[src/rtl/drive_volume_requester.sv]
// Block-request sequencer: validates a read/write command against the volume state,
// then runs a strobe/ack request-release handshake with the storage side, with an optional timeout.
//   state   | meaning
//   IDLE    | waiting for a command (cmd_ready while vol_ack is low)
//   REQ     | vol_rd/vol_wr held until vol_ack is seen high
//   RELEASE | strobe dropped, waiting for vol_ack to fall
//   DONE    | one-cycle done pulse with the final status
module drive_volume_requester #(
  parameter logic [23:0] TIMEOUT_CYCLES = 24'hFFFFFF
) (
  input  logic        clk,
  input  logic        resetn,
  input  logic        cmd_valid,
  input  logic        cmd_write,
  input  logic [31:0] cmd_lba,
  input  logic [5:0]  cmd_blk_cnt,
  output logic        cmd_ready,
  output logic        busy,
  output logic        done,
  output logic [2:0]  status,
  input  logic        vol_ready,
  input  logic        vol_mounted,
  input  logic        vol_readonly,
  input  logic [31:0] vol_size,
  input  logic        vol_ack,
  output logic        vol_active,
  output logic [31:0] vol_lba,
  output logic [5:0]  vol_blk_cnt,
  output logic        vol_rd,
  output logic        vol_wr
);

  typedef enum logic [1:0] {S_IDLE, S_REQ, S_RELEASE, S_DONE} state_e;

  localparam logic [2:0] ST_OK       = 3'd0;
  localparam logic [2:0] ST_NOTREADY = 3'd1;
  localparam logic [2:0] ST_NOTMOUNT = 3'd2;
  localparam logic [2:0] ST_READONLY = 3'd3;
  localparam logic [2:0] ST_RANGE    = 3'd4;
  localparam logic [2:0] ST_TIMEOUT  = 3'd5;

  state_e      state_q, state_d;
  logic        busy_q, busy_d;
  logic        done_q, done_d;
  logic [2:0]  status_q, status_d;
  logic        active_q, active_d;
  logic [31:0] lba_q, lba_d;
  logic [5:0]  blk_q, blk_d;
  logic        rd_q, rd_d;
  logic        wr_q, wr_d;
  logic [23:0] tmo_q, tmo_d;

  logic        accept;
  logic        timeout_hit;
  logic [32:0] end_blk;
  logic [2:0]  check_code;

  assign cmd_ready = (state_q == S_IDLE) && !vol_ack;

  always_comb begin
    accept      = cmd_valid && cmd_ready;
    // 33-bit sum so an LBA near 2^32 cannot wrap past the size check
    end_blk     = {1'b0, cmd_lba} + {27'b0, cmd_blk_cnt};
    timeout_hit = (TIMEOUT_CYCLES != 24'd0) && ((tmo_q + 24'd1) == TIMEOUT_CYCLES);

    if (!vol_ready)                                          check_code = ST_NOTREADY;
    else if (!vol_mounted)                                   check_code = ST_NOTMOUNT;
    else if (cmd_write && vol_readonly)                      check_code = ST_READONLY;
    else if (cmd_blk_cnt == 6'd0 || end_blk > {1'b0, vol_size}) check_code = ST_RANGE;
    else                                                     check_code = ST_OK;

    state_d  = state_q;
    done_d   = 1'b0;
    status_d = status_q;
    active_d = active_q;
    lba_d    = lba_q;
    blk_d    = blk_q;
    rd_d     = rd_q;
    wr_d     = wr_q;
    tmo_d    = tmo_q;

    case (state_q)
      S_IDLE: begin
        if (accept) begin
          lba_d = cmd_lba;
          blk_d = cmd_blk_cnt;
          tmo_d = 24'd0;
          if (check_code != ST_OK) begin
            state_d  = S_DONE;
            status_d = check_code;
            done_d   = 1'b1;
          end else begin
            state_d  = S_REQ;
            status_d = ST_OK;
            active_d = 1'b1;
            rd_d     = !cmd_write;
            wr_d     = cmd_write;
          end
        end
      end
      S_REQ, S_RELEASE: begin
        tmo_d = tmo_q + 24'd1;
        // timeout wins over an ack edge seen on the same cycle
        if (timeout_hit) begin
          state_d  = S_DONE;
          status_d = ST_TIMEOUT;
          done_d   = 1'b1;
          active_d = 1'b0;
          rd_d     = 1'b0;
          wr_d     = 1'b0;
        end else if (state_q == S_REQ) begin
          if (vol_ack) begin
            state_d = S_RELEASE;
            rd_d    = 1'b0;
            wr_d    = 1'b0;
          end
        end else if (!vol_ack) begin
          state_d  = S_DONE;
          status_d = ST_OK;
          done_d   = 1'b1;
          active_d = 1'b0;
        end
      end
      S_DONE:  state_d = S_IDLE;
      default: state_d = S_IDLE;
    endcase

    busy_d = (state_d != S_IDLE);
  end

  always_ff @(posedge clk or negedge resetn) begin
    if (!resetn) begin
      state_q  <= S_IDLE;
      busy_q   <= 1'b0;
      done_q   <= 1'b0;
      status_q <= 3'd0;
      active_q <= 1'b0;
      lba_q    <= 32'd0;
      blk_q    <= 6'd0;
      rd_q     <= 1'b0;
      wr_q     <= 1'b0;
      tmo_q    <= 24'd0;
    end else begin
      state_q  <= state_d;
      busy_q   <= busy_d;
      done_q   <= done_d;
      status_q <= status_d;
      active_q <= active_d;
      lba_q    <= lba_d;
      blk_q    <= blk_d;
      rd_q     <= rd_d;
      wr_q     <= wr_d;
      tmo_q    <= tmo_d;
    end
  end

  assign busy        = busy_q;
  assign done        = done_q;
  assign status      = status_q;
  assign vol_active  = active_q;
  assign vol_lba     = lba_q;
  assign vol_blk_cnt = blk_q;
  assign vol_rd      = rd_q;
  assign vol_wr      = wr_q;

endmodule
[config.mk]
export PLATFORM = sky130hd
export DESIGN_NAME = drive_volume_requester
export DESIGN_NICKNAME = d
export VERILOG_FILES = /design/src/rtl/drive_volume_requester.sv
export SDC_FILE = /design/constraint.sdc
export NUM_CORES = 1
export LEC_CHECK = 0
export BUFFER_PORTS_ARGS = -buffer_cell sky130_fd_sc_hd__buf_4
export CELL_PAD_IN_SITES_DETAIL_PLACEMENT = 1
export CELL_PAD_IN_SITES_GLOBAL_PLACEMENT = 1
export CORE_ASPECT_RATIO = 0.9
export CORE_UTILIZATION = 33
export CTS_BUF_LIST = sky130_fd_sc_hd__clkbuf_8
export CTS_CLUSTER_DIAMETER = 50
export DETAILED_ROUTE_END_ITERATION = 10
export GPL_TIMING_DRIVEN = 0
export PLACE_DENSITY_LB_ADDON = 0.2
export SYNTH_ARGS = -nofsm -noshare
export SYNTH_HDL_FRONTEND = slang
export SYNTH_SLANG_ARGS = --single-unit
[constraint.sdc]
create_clock -name clk -period 3.6 [get_ports clk]
set_input_delay 0.18 -clock clk [delete_from_list [all_inputs] [get_ports clk]]
set_output_delay 0.18 -clock clk [all_outputs]
set_load 0.05 [all_outputs]
# After elaboration in Yosys (flattened, before gate mapping)
# Cells that the tools add are included.
[word_totals]
out_inout_bits = 47
word_cells = 80
register_bits = 72
input_bits = 78
[op_classes]
mux = 40
eq_ne = 10
n_reduce_logical = 17
n_lt_le_gt_ge = 1
add_sub_neg = 2
[ops]
columns = ["op", "count"]
rows = [
  ["$pmux 24 s2", 1],
  ["$add 32x6->33", 1],
  ["$gt 33x32->1", 1],
  ["$mux 3", 9],
  ["$add 24x1->24 const B", 1],
  ["$eq 24x24->1 const B", 1],
  ["$mux 24", 1],
  ["$mux 1", 17],
  ["$mux 2", 6],
  ["$ne 3x3->1 const B", 4],
  ["$reduce_and 5->1", 2],
  ["$pmux 1 s2", 4],
  ["$logic_not 6->1", 1],
  ["$pmux 2 s3", 1],
  ["$pmux 3 s2", 1],
  ["$eq 2x2->1 const B", 2],
  ["$ne 2x2->1 const B", 2],
  ["$reduce_and 2->1", 2],
  ["$reduce_and 4->1", 1],
  ["$reduce_bool 2->1", 2],
  ["$logic_and 1x1->1", 3],
  ["$reduce_bool 3->1", 1],
  ["$eq 2x1->1 const B", 1],
  ["$logic_not 1->1", 2],
  ["other kinds (3)", 3],
]

# Longest topological paths before layout
# Gate-level depths: netlist of run 1.
[logic_depth]
ltp_word = 12
ltp_mapped = 18
depth_no_buf = 18

# Worst setup path before layout of run 1
# Ideal clock, no wire load.
[synth_timing]
path_kind = "input to register"
startpoint = "in cmd_lba[0]"
endpoint = "reg rd_q (netlist: vol_rd)"
setup_ns = 0.082
n_path_buf = 0
cell_stages = 17
required_time_ns = 3.518
path_slack_ns = -0.219
t_arrival_ns = 3.737
cell_sequence = "ha_1 -> fa_1 -> a211oi_1 -> o21bai_1 -> a21oi_1 -> nor3_2 -> and3_1 -> xor2_1 -> ha_1 -> a21oi_1 -> o22ai_1 -> nor2_1 -> nand4_1 -> o31ai_1 -> nand3b_1 -> or4_1 -> o22ai_1"
[synth_via]
elab_chain_cells = 10
[synth_rtl]
columns = ["item", "line", "text"]
rows = [
  ["start: declaration", "15", "input logic [31:0] cmd_lba,"],
  ["$add 32x6->33", "63", "end_blk = {1'b0, cmd_lba} + {27'b0, cmd_blk_cnt};"],
  ["$gt 33x32->1", "69", "else if (cmd_blk_cnt == 6'd0 || end_blk > {1'b0, vol_size}) check_code = ST_RANGE;"],
  ["$logic_or 1x1->1", "69", ""],
  ["$mux 3", "69", ""],
  ["$mux 3", "68", "else if (cmd_write && vol_readonly) check_code = ST_READONLY;"],
  ["$mux 3", "67", "else if (!vol_mounted) check_code = ST_NOTMOUNT;"],
  ["$mux 3", "66", "if (!vol_ready) check_code = ST_NOTREADY;"],
  ["$reduce_bool 3->1", "88", "if (check_code != ST_OK) begin"],
  ["$ne 2x2->1 (no source line)", "-", ""],
  ["$reduce_and 5->1 (no source line)", "-", ""],
  ["end signal: assignment", "151", "rd_q <= rd_d;"],
  ["end: declaration", "49", "logic rd_q, rd_d;"],
]
# No other way between the ends.
# A chain may end at the register's enable or synchronous reset.

# Worst setup path after layout of run 1
[layout_timing]
startpoint = "in cmd_lba[1]"
endpoint = "reg rd_q (netlist: vol_rd)"
# The elaborated chain is that of the path after synthesis.

==> results of run 1 <==
==> repair_timing <==
action / in CTS / in global routing
setup endpoints to repair: 6 / 8
hold endpoints to repair: 6 / 0
buffers inserted: 13 / 14
pin swaps: 15 / 11
hold buffers: 2 / 0
gates resized for setup: 25 / 9
==> placed cells by master (no fill, tap or decap), types with 4 or more instances in the layout <==
master    count
xor2_1       16
nand2b_1      6
a211o_1       5
xnor2_1      20
o21ai_1       4
buf_2         4
a21oi_1      27
a21o_1        4
and3_1       13
nor3_1        5
buf_4       146
nor3b_1       4
ha_1         40
nand3_1      24
inv_1        47
o21ai_0      35
nor2_1       30
nand3b_1      4
nand2_1     156
nand4_1      18
dfrtp_1      72
clkbuf_8     10
a31oi_1       5
o41ai_1       5
o31ai_1       6
buf_6         7
clkbuf_1     15
==> metrics by stage <==
stage / hold slack [ns] / utilization / std cells / setup WS, ns / total power [µW]
2_1_floorplan: -0.116 / - / 647 / 0.0187 / 2940
4_1_cts: 0.00607 / 0.446 / 1004 / 0.00264 / 4670
5_1_grt: 0.0137 / 0.456 / 1018 / -0.254 / 4960
3_3_place_gp: 0.386 / 0.415 / 973 / -1.01 / 3750
6_report: 0.0190 / 0.456 / 1018 / -0.0236 / 4670
3_5_place_dp: 0.396 / 0.415 / 973 / -1.07 / 3840
==> cells by family after synthesis <==
| kind of cell | Yosys count | synth area share |
|---|---|---|
| AO/OA/AOI/OAI | 123 | 0.149 |
| XOR/XNOR | 36 | 0.0605 |
| adder cells (fa/ha/maj) | 44 | 0.107 |
| buffers and inverters | 72 | 0.0571 |
| flip-flops | 72 | 0.346 |
| multiplexers | 6 | 0.0122 |
| AND/OR/NAND/NOR | 294 | 0.268 |
==> per-layer routing <==
metal  track usage  vias to the layer above  part of all wire
met4        0.0646                        0             0.016
li1              -                     2558                 -
met3        0.0384                       17             0.047
met5             0                        -                 0
met2         0.369                      121              0.48
met1         0.300                     2640              0.46
==> how the worst min path moves through the flow <==
stage	slack, ns	cells past startpoint	to
2_1_floorplan	-0.12	0	busy
3_3_place_gp	0.39	1	vol_lba[11]
3_5_place_dp	0.40	2	vol_rd
4_1_cts	0.006	3	vol_lba[4]
5_1_grt	0.01	3	vol_lba[4]
6_report	0.02	3	vol_lba[4]
==> worst max-delay path, stage by stage <==
cell and delay, ns:
buf_4 0.13, ha_1 0.29, a21o_1 0.18, a21oi_2 0.17
o21bai_1 0.08, a21o_1 0.22, a21oi_4 0.25, buf_6 0.14
nor2_1 0.05, xor2_1 0.14, ha_1 0.31, nand4_1 0.21
nor4_4 0.37, o2111a_1 0.26, a31oi_2 0.06, o31ai_4 0.11
nand3b_1 0.19, or4_4 0.46, o22ai_2 0.12
==> report_power, final <==
group	internal, µW	switching, µW
clock network	413	359
registers	1070	177
logic	800	1840
==> sequential cells by signal, summed over array words and instances, names as in the netlist <==
name / flops
vol_lba: 32
tmo_q: 24
vol_blk_cnt: 6
status: 3
state_q: 2
busy: 1
done: 1
vol_active: 1
vol_rd: 1
vol_wr: 1
==> cell type report <==
class                           count  area [µm²]
Fill cell                        1858        8410
Multi-Input combinational cell    503        3270
Sequential cell                    72        1800
Timing Repair Buffer              153        1180
Tap cell                          202         253
Inverter                           47         176
Clock buffer                       10         138
Buffer                             25         121
Clock inverter                      6        91.3
==> cell usage after synthesis, types with 4 or more instances <==
cell type and n:
a211o_1 5, a21o_1 4, a21oi_1 30, a31oi_1 6, and3_1 13, buf_2 4
clkbuf_1 15, dfrtp_1 72, ha_1 43, inv_1 47, nand2_1 156, nand2b_1 6
nand3_1 24, nand3b_1 4, nand4_1 18, nor2_1 32, nor3_1 7, nor3b_1 4
nor4_1 4, o21ai_0 36, o21bai_1 4, o31ai_1 7, o41ai_1 5, or2_2 5
xnor2_1 20, xor2_1 16
==> out/metrics.csv, run 1 <==
metric,value,unit
path_class,primary input to flip-flop,
antenna_found_initial,0,
clk_latency,0.37,ns
syn_area_per_cell,8.06,µm²
skew,0.0132,ns
min_path_type,primary input to flip-flop,
hp-start,cmd_lba[4],
status,finished with violations,
rrSetupSlack,0.24,ns
area_growth_syn_to_layout,35.0,%
yosysWarningCount,0,
endpoint,vol_rd,
grt_pass1_vias,5541,
synth-edff-count,0,
drc,0,
path_max_fanout,4,
hpwl,13.3,mm
max_freq,276,MHz
setup_tns,-0.0467,ns
cts-root-buf,clkbuf_8,
synth_cells,647,
netlist_area,5210,µm²
nets,933,
post_drt_wl_per_cell,17.4,µm
clk_path_buf_depth,2,
timing.critical_path.from,cmd_lba[1],
clk_pin_slew,0.09,ns
die_h,121,µm
dieWidth,134,µm
synth_top_area_cell,dfrtp_1,
drive_gt1_frac,0.261,
rsz0062_at_grt,true,
synthDistinctLibCells,65,
synthTopCellsByArea,"dfrtp_1 (35%), nand2_1 (11%), ha_1 (10%)",
maxCapViolCount,0,
cts-htree-levels,3,
violations,setup timing,
drt-initial-drc-count,189,
coreArea,15400,µm²
end_kind,flip-flop,
crit_required,3.90,ns
placed_area,6410,µm²
power_density,663,nW/µm²
diodes,0,
cp.arrival,3.92,ns
synth_ff_type,dfrtp_1,
ant_nets,0,
cts.sinks,72,
startpoint_type,primary input,
cts_tree,yes,
grtUsageTotal,0.224,
grt_max_degree,73,
r2r_cells,9,
initial_core_util,0.338,
slew_viol_final,0,
async_flop_share,1.00,
setup_violations,2,
numCtsBuffers,9,
die-area,16300,µm²
totalWireLength,17.7,mm
hold_viol_final,0,
syn_nets,769,
pin_count,125,
p_leak,0.00342,µW
ys_seq_area_frac,0.346,
ys_seq_elements,72,
placementRows,43,
port_buffers,124,
finalCritPeriodShare,1.01,
grt_pass1_wl,28.4,mm
gr-total-overflow,0,
vias,5336,
synth_top_area_frac,0.346,
gp_congestion,0.850,
ir_drop,0.000510,V
r2r-start,tmo_q[0],
final_design_area_no_fill,7040,µm²
vias_per_cell,5.24,
first_pass_iters,4,
r2r_end,status[1],
relSlewSlack,0.345,
setup_ws,-0.0236,ns
layout_min_cycle_time,3.62,ns
tightestPinTransition,0.982,ns
Note: power is estimated with default switching activity, not from simulation.
==> run 2: changes to the inputs <==
--- a/config.mk
+++ b/config.mk
@@ -8,7 +8,8 @@
 export BUFFER_PORTS_ARGS = -buffer_cell sky130_fd_sc_hd__buf_4
 export CELL_PAD_IN_SITES_DETAIL_PLACEMENT = 1
 export CELL_PAD_IN_SITES_GLOBAL_PLACEMENT = 1
-export CORE_ASPECT_RATIO = 0.9
+export CORE_ASPECT_RATIO = 0.8
+export CORE_MARGIN = 2
 export CORE_UTILIZATION = 33
 export CTS_BUF_LIST = sky130_fd_sc_hd__clkbuf_8
 export CTS_CLUSTER_DIAMETER = 50
==> run 2 against run 1 <==
Net effect:
- the run still ends with setup timing left
- sequential share of layout area shrank 0.83 points
- worst setup slack got worse by 0.024 ns
- maximum frequency is 0.66% lower
- register-to-register slack gained 0.12 ns
- final area is 3.3% higher
- wire length up 4.3%
- critical path type unchanged
==> out/metrics.csv, run 2 (same netlist as run 1, synthesis figures left out) <==
metric,value,unit,change
ant_nets,0,,unchanged
dpl_worst_slack,-1.27,ns,-0.202 ns
pin_count,125,,unchanged
hpwl,13.7,mm,+3.0%
path_max_fanout,6,,+2
final_cells,1036,,+1.8%
grt_pass1_vias,5504,,-0.67%
path_class,primary input to flip-flop,,
layout_common_cells,"nand2_1 (155), buf_4 (136), dfrtp_1 (72)",,
dieWidth,145,µm,+7.5%
vias_per_cell,5.12,,-2.2%
violations,setup timing,,
end_kind,flip-flop,,
drive_gt1_frac,0.279,,+0.0179
final_common_cell,nand2_1,,
first_pass_iters,4,,unchanged
min_path_type,primary input to flip-flop,,
p_leak,0.00349,µW,+2.1%
grtUsageTotal,0.216,,-0.00816
relSlewSlack,0.345,,-0.000592
maxUsedRoutingLayer,met4,,
drt-initial-drc-count,269,,+42%
maxCapViolCount,0,,unchanged
diodes,0,,unchanged
seq_area,1800,µm²,unchanged
status,finished with violations,,
max_freq,274,MHz,-0.66%
antenna_found_initial,0,,unchanged
skew,0.0107,ns,-0.00243 ns
cts.sinks,72,,unchanged
area_growth_syn_to_layout,39.5,%,
final_core_util,0.466,,+0.0106
slew_viol_final,0,,unchanged
cp.arrival,3.93,ns,about the same
nets,938,,+0.54%
clk_latency,0.38,ns,about the same
layout_min_cycle_time,3.65,ns,+0.0242 ns
cts-htree-levels,3,,unchanged
coreArea,15600,µm²,+1.0%
finalCritPeriodShare,1.01,,+0.00673
fill_cells,1916,,+3.1%
hold_viol_final,0,,unchanged
setup_violations,1,,-1
grt_max_degree,73,,unchanged
met3_length,839,µm,+0.12%
max_stage_delay,0.41,ns,-0.05 ns
grt_pass1_wl,28.1,mm,-0.90%
port_buffers,124,,unchanged
dp_cells,986,,+1.3%
met2_length,8.70,mm,+3.2%
rsz0062_at_grt,true,,
gr-total-overflow,0,,unchanged
slowest_stage,fa_2,,
wl_met1,8.71,mm,+6.8%
largest_reg_flops,32,,unchanged
power_density,648,nW/µm²,-2.3%
setup_tns,-0.0478,ns,-0.00106 ns
clk_path_buf_depth,2,,unchanged
cts-root-buf,clkbuf_8,,
cts_tree,yes,,
drc,0,,unchanged
clk_pin_slew,0.08,ns,about the same
multi_input_area,3390,µm²,+3.8%
totalWireLength,18.5,mm,+4.3%
crit_chain,buf_6 -> ha_4 -> fa_2 -> a211oi_4 -> o21bai_2 -> a21oi_4 -> buf_12 -> buf_6 -> nor2_2 -> nand2_2 -> xnor2_2 -> ha_1 -> nand4_1 -> buf_6 -> nor4_4 -> o2111a_1 -> a31oi_4 -> o31ai_4 -> nand3b_1 -> a221o_2 -> o32ai_2,,
tightestPinTransition,0.983,ns,+0.000887 ns
startpoint_type,primary input,,
vias,5309,,-0.51%
ir_drop,0.000381,V,-25%
setup_ws,-0.0478,ns,-0.0242 ns
gp_congestion,0.837,,-1.5%
post_drt_wl_per_cell,17.8,µm,+2.5%
die-area,16800,µm²,+3.2%
crit_required,3.88,ns,-0.02 ns
die_h,116,µm,-4.0%
cpMostUsedCell,buf_6,,
placementRows,41,,-4.7%
numCtsBuffers,9,,unchanged
initial_core_util,0.334,,-0.00333
-- run 2: cell types whose count changed in the layout (fill, tap and decap cells not counted), moves of 4 or more --
cell,before,now
buf_4,146,136
buf_6,7,12
dlygate4sd3_1,2,7
a21oi_1,27,23
a21oi_2,1,5
buf_8,0,4
-- run 2: metal layers --
metal  global-route usage  vias to the layer above
met5                    0                        -
met4               0.0634                        0
met3               0.0410                       18
met2                0.356                      124
met1                0.290                     2601
li1                     -                     2566
-- run 2: timing repair --
action / 4_1_cts / 5_1_grt
endpoints found under the setup margin: 6 / 8
gates resized for setup: 19 / 51
setup buffers: 13 / 14
hold endpoints to repair: 59 / 2
hold buffers: 5 / 2
pin swaps: 15 / 28
-- run 2: layout make-up --
| type | instances | share of cell area |
|---|---|---|
| Buffer | 25 | 0.0167 |
| Timing Repair Buffer | 158 | 0.178 |
| Inverter | 47 | 0.0243 |
| Tap cell | 215 | 0.0370 |
| Clock buffer | 9 | 0.0170 |
| Multi-Input combinational cell | 503 | 0.467 |
| Clock inverter | 7 | 0.0122 |
| Sequential cell | 72 | 0.248 |
-- run 2: worst max-delay path: cells and delay by family --
| family | cells | cell delay [ns] |
|---|---|---|
| xor+xnor | 1 | 0.07 |
| simple gates | 5 | 0.72 |
| compound gates | 8 | 1.57 |
| buf+inv | 4 | 0.49 |
| fa+ha+maj | 3 | 0.88 |
-- run 2: report_power, final --
group | internal, µW | total [µW] | switching, µW
clock | 385 | 730 | 344
combinational | 830 | 2730 | 1900
sequential | 1070 | 1250 | 178
-- run 2: path summary, 6_finish.rpt --
check / start / endpoint / slack, ns / cells after the start
worst max-delay path: cmd_lba[0] / vol_active / -0.05 / 21
worst min-delay path: cmd_lba[13] / vol_lba[13] / 0.004 / 3
worst max register to register: tmo_q[0] / status[0] / 0.36 / 10
worst min register to register: vol_lba[13] / vol_lba[13] / 0.48 / 2
max in group asynchronous: resetn / tmo_q[0] / 2.46 / 2
min in group asynchronous: resetn / vol_lba[13] / 0.51 / 2
-- run 2: stage by stage --
step | power [µW] | hold slack [ns] | instance area (µm²)
final | 4710 | 0.00445 | 7270
after global routing | 4990 | 0.000854 | 7270
after CTS | 4650 | 0.00120 | 6900
after detailed placement | 3860 | 0.394 | 6430
after global placement | 3780 | 0.387 | 6430
after floorplan | 2940 | -0.116 | 5230
==> run 3: changes to the inputs <==
==> constraint.sdc (replaced) <==
create_clock -name clk -period 3.2 [get_ports clk]
set_input_delay 0.16 -clock clk [delete_from_list [all_inputs] [get_ports clk]]
set_output_delay 0.16 -clock clk [all_outputs]
set_load 0.05 [all_outputs]
==> run 3 against run 2 <==
Net effect:
- the run still ends with setup timing left
- clock skew increased by 0.0022 ns
- final cell count decreased by 0.48%
- utilization decreased by 0.91 points
- highest routed layer unchanged
==> out/metrics.csv, run 3 (same netlist as run 1, synthesis figures left out) <==
metric,value,unit,change
drc,0,,unchanged
power_density,730,nW/µm²,+13%
die_h,116,µm,unchanged
clk_latency,0.37,ns,about the same
p_leak,0.00345,µW,-1.2%
diodes,0,,unchanged
ant_nets,0,,unchanged
hpwl,13.6,mm,-0.24%
clk_pin_slew,0.09,ns,about the same
coreArea,15600,µm²,unchanged
layout_common_cells,"nand2_1 (156), buf_4 (139), dfrtp_1 (70)",,
grt_pass1_vias,5575,,+1.3%
numCtsBuffers,9,,unchanged
p_sw,2700,µW,+11%
relSlewSlack,0.359,,+0.0140
largest_reg_flops,32,,unchanged
r2r_cells,9,,-1
holdWs,0.0184,ns,+0.0139 ns
grt_max_degree,73,,unchanged
grt_pass1_wl,28.4,mm,+0.91%
nets,933,,-0.53%
hold_path_depth,3,,unchanged
status,finished with violations,,
tightestPinTransition,0.962,ns,-0.0210 ns
cts-htree-levels,3,,unchanged
drive_gt1_frac,0.268,,-0.0105
die-area,16800,µm²,unchanged
violations,setup timing,,
hold_viol_final,0,,unchanged
post_drt_wl_per_cell,17.5,µm,-1.9%
hp-start,cmd_blk_cnt[3],,
clk_path_buf_depth,2,,unchanged
setup_ws,-0.349,ns,-0.302 ns
pin_count,125,,unchanged
first_pass_iters,4,,unchanged
clockPowerShare,0.150,,-0.005
comb_power_share,0.581,,about the same
totalWireLength,18.0,mm,-2.3%
final_design_area_no_fill,7130,µm²,-1.9%
dieWidth,145,µm,unchanged
netSwitchingFraction,0.519,,+0.00415
cts-root-buf,clkbuf_8,,
r2r-start,tmo_q[1],,
antenna_found_initial,0,,unchanged
vias,5276,,-0.62%
area_growth_syn_to_layout,36.8,%,
layout_min_cycle_time,3.55,ns,
max_freq,282,MHz,
r2r_end,status[0],,
p_seq_frac,0.269,,+0.004
rrSetupSlack,0.25,ns,-0.11 ns
vias_per_cell,5.12,,-0.14%
cp.arrival,3.85,ns,-0.08 ns
setup_violations,6,,+5
placed_area,6440,µm²,+0.27%
port_buffers,124,,unchanged
setup_tns,-1.69,ns,-1.64 ns
rsz0062_at_grt,true,,
drt-initial-drc-count,208,,-23%
final_common_cell,nand2_1,,
crit_required,3.50,ns,-0.38 ns
maxCapViolCount,0,,unchanged
finalCritPeriodShare,1.11,,
gp_congestion,0.830,,-0.84%
cts.sinks,72,,unchanged
p_int,2500,µW,+9.5%
slew_viol_final,0,,unchanged
path_max_fanout,4,,-2
startpoint_type,primary input,,
end_kind,flip-flop,,
placementRows,41,,unchanged
holdPathEnd,vol_blk_cnt[3],,
min_path_type,primary input to flip-flop,,
final_core_util,0.457,,-0.00907
ir_drop,0.000474,V,+24%
path_class,primary input to flip-flop,,
fill_cells,1907,,-0.47%
p_total,5200,µW,+10%
gr-total-overflow,0,,unchanged
grtUsageTotal,0.218,,+0.00263
cts_tree,yes,,
skew,0.0130,ns,+0.00224 ns
initial_core_util,0.334,,unchanged
==> run 3: power groups by stage <==
stage	registers, µW	logic [µW]	clock network (µW)
final	1400	3020	779
after global routing	1440	3260	850
after CTS	1400	2990	811
after detailed placement	1420	2910	0
after global placement	1400	2850	0
after floorplan	2260	1040	0
==> run 3: repair_timing <==
action / CTS / global route
pin swaps: 18 / 8
gates resized for setup: 22 / 29
hold endpoints to repair: 80 / 0
hold buffers: 9 / 0
buffers inserted: 18 / 3
cloned: 0 / 0
setup endpoints to repair: 8 / 12
==> run 3: routing by layer <==
| metal | vias up | global-route usage | wire length, µm |
|---|---|---|---|
| met3 | 21 | 0.0398 | 1010 |
| met4 | 0 | 0.0647 | 311 |
| li1 | 2566 | - | - |
| met1 | 2569 | 0.296 | 8360 |
| met2 | 120 | 0.358 | 8350 |
| met5 | - | 0 | 0 |
==> run 3: worst max path at each step <==
stage | slack, ns | cells after the start | endpoint | startpoint
2_1_floorplan | -0.22 | 15 | vol_rd | cmd_lba[11]
3_3_place_gp | -1.10 | 17 | vol_rd | cmd_lba[0]
3_5_place_dp | -1.20 | 19 | vol_rd | cmd_lba[1]
4_1_cts | -0.32 | 19 | vol_rd | cmd_lba[0]
5_1_grt | -0.55 | 19 | vol_wr | cmd_lba[0]
6_report | -0.35 | 20 | vol_rd | cmd_lba[0]
==> run 3: area by class of cell <==
cell class	instances	area (µm²)	share of cell area
plain buffers	24	119	0.0167
clock buffers	10	138	0.0193
clock inverters	6	67.6	0.00948
inverters	47	176	0.0247
multi-input cells	503	3340	0.469
flip-flops and latches	72	1800	0.253
well taps	215	269	0.0377
repair buffers	154	1210	0.170
==> run 3: through the flow <==
step                      cells  setup WS, ns
final                      1031        -0.349
after global routing       1031        -0.549
after CTS                  1029        -0.317
after detailed placement    986         -1.20
after global placement      986         -1.10
after floorplan             647        -0.217
==> run 3: worst max-delay path, cell delays in order <==
cell and delay (ns):
buf_8 0.10, ha_4 0.15, fa_2 0.39, a211oi_4 0.24
o21bai_2 0.12, a21oi_4 0.21, buf_6 0.13, buf_4 0.12
nor2_1 0.04, nand2_1 0.07, xnor2_1 0.12, ha_1 0.26
nand4_1 0.10, buf_4 0.15, nor3_2 0.05, a211o_1 0.31
o31ai_4 0.36, nand3b_1 0.17, or4_4 0.45, o22ai_2 0.12
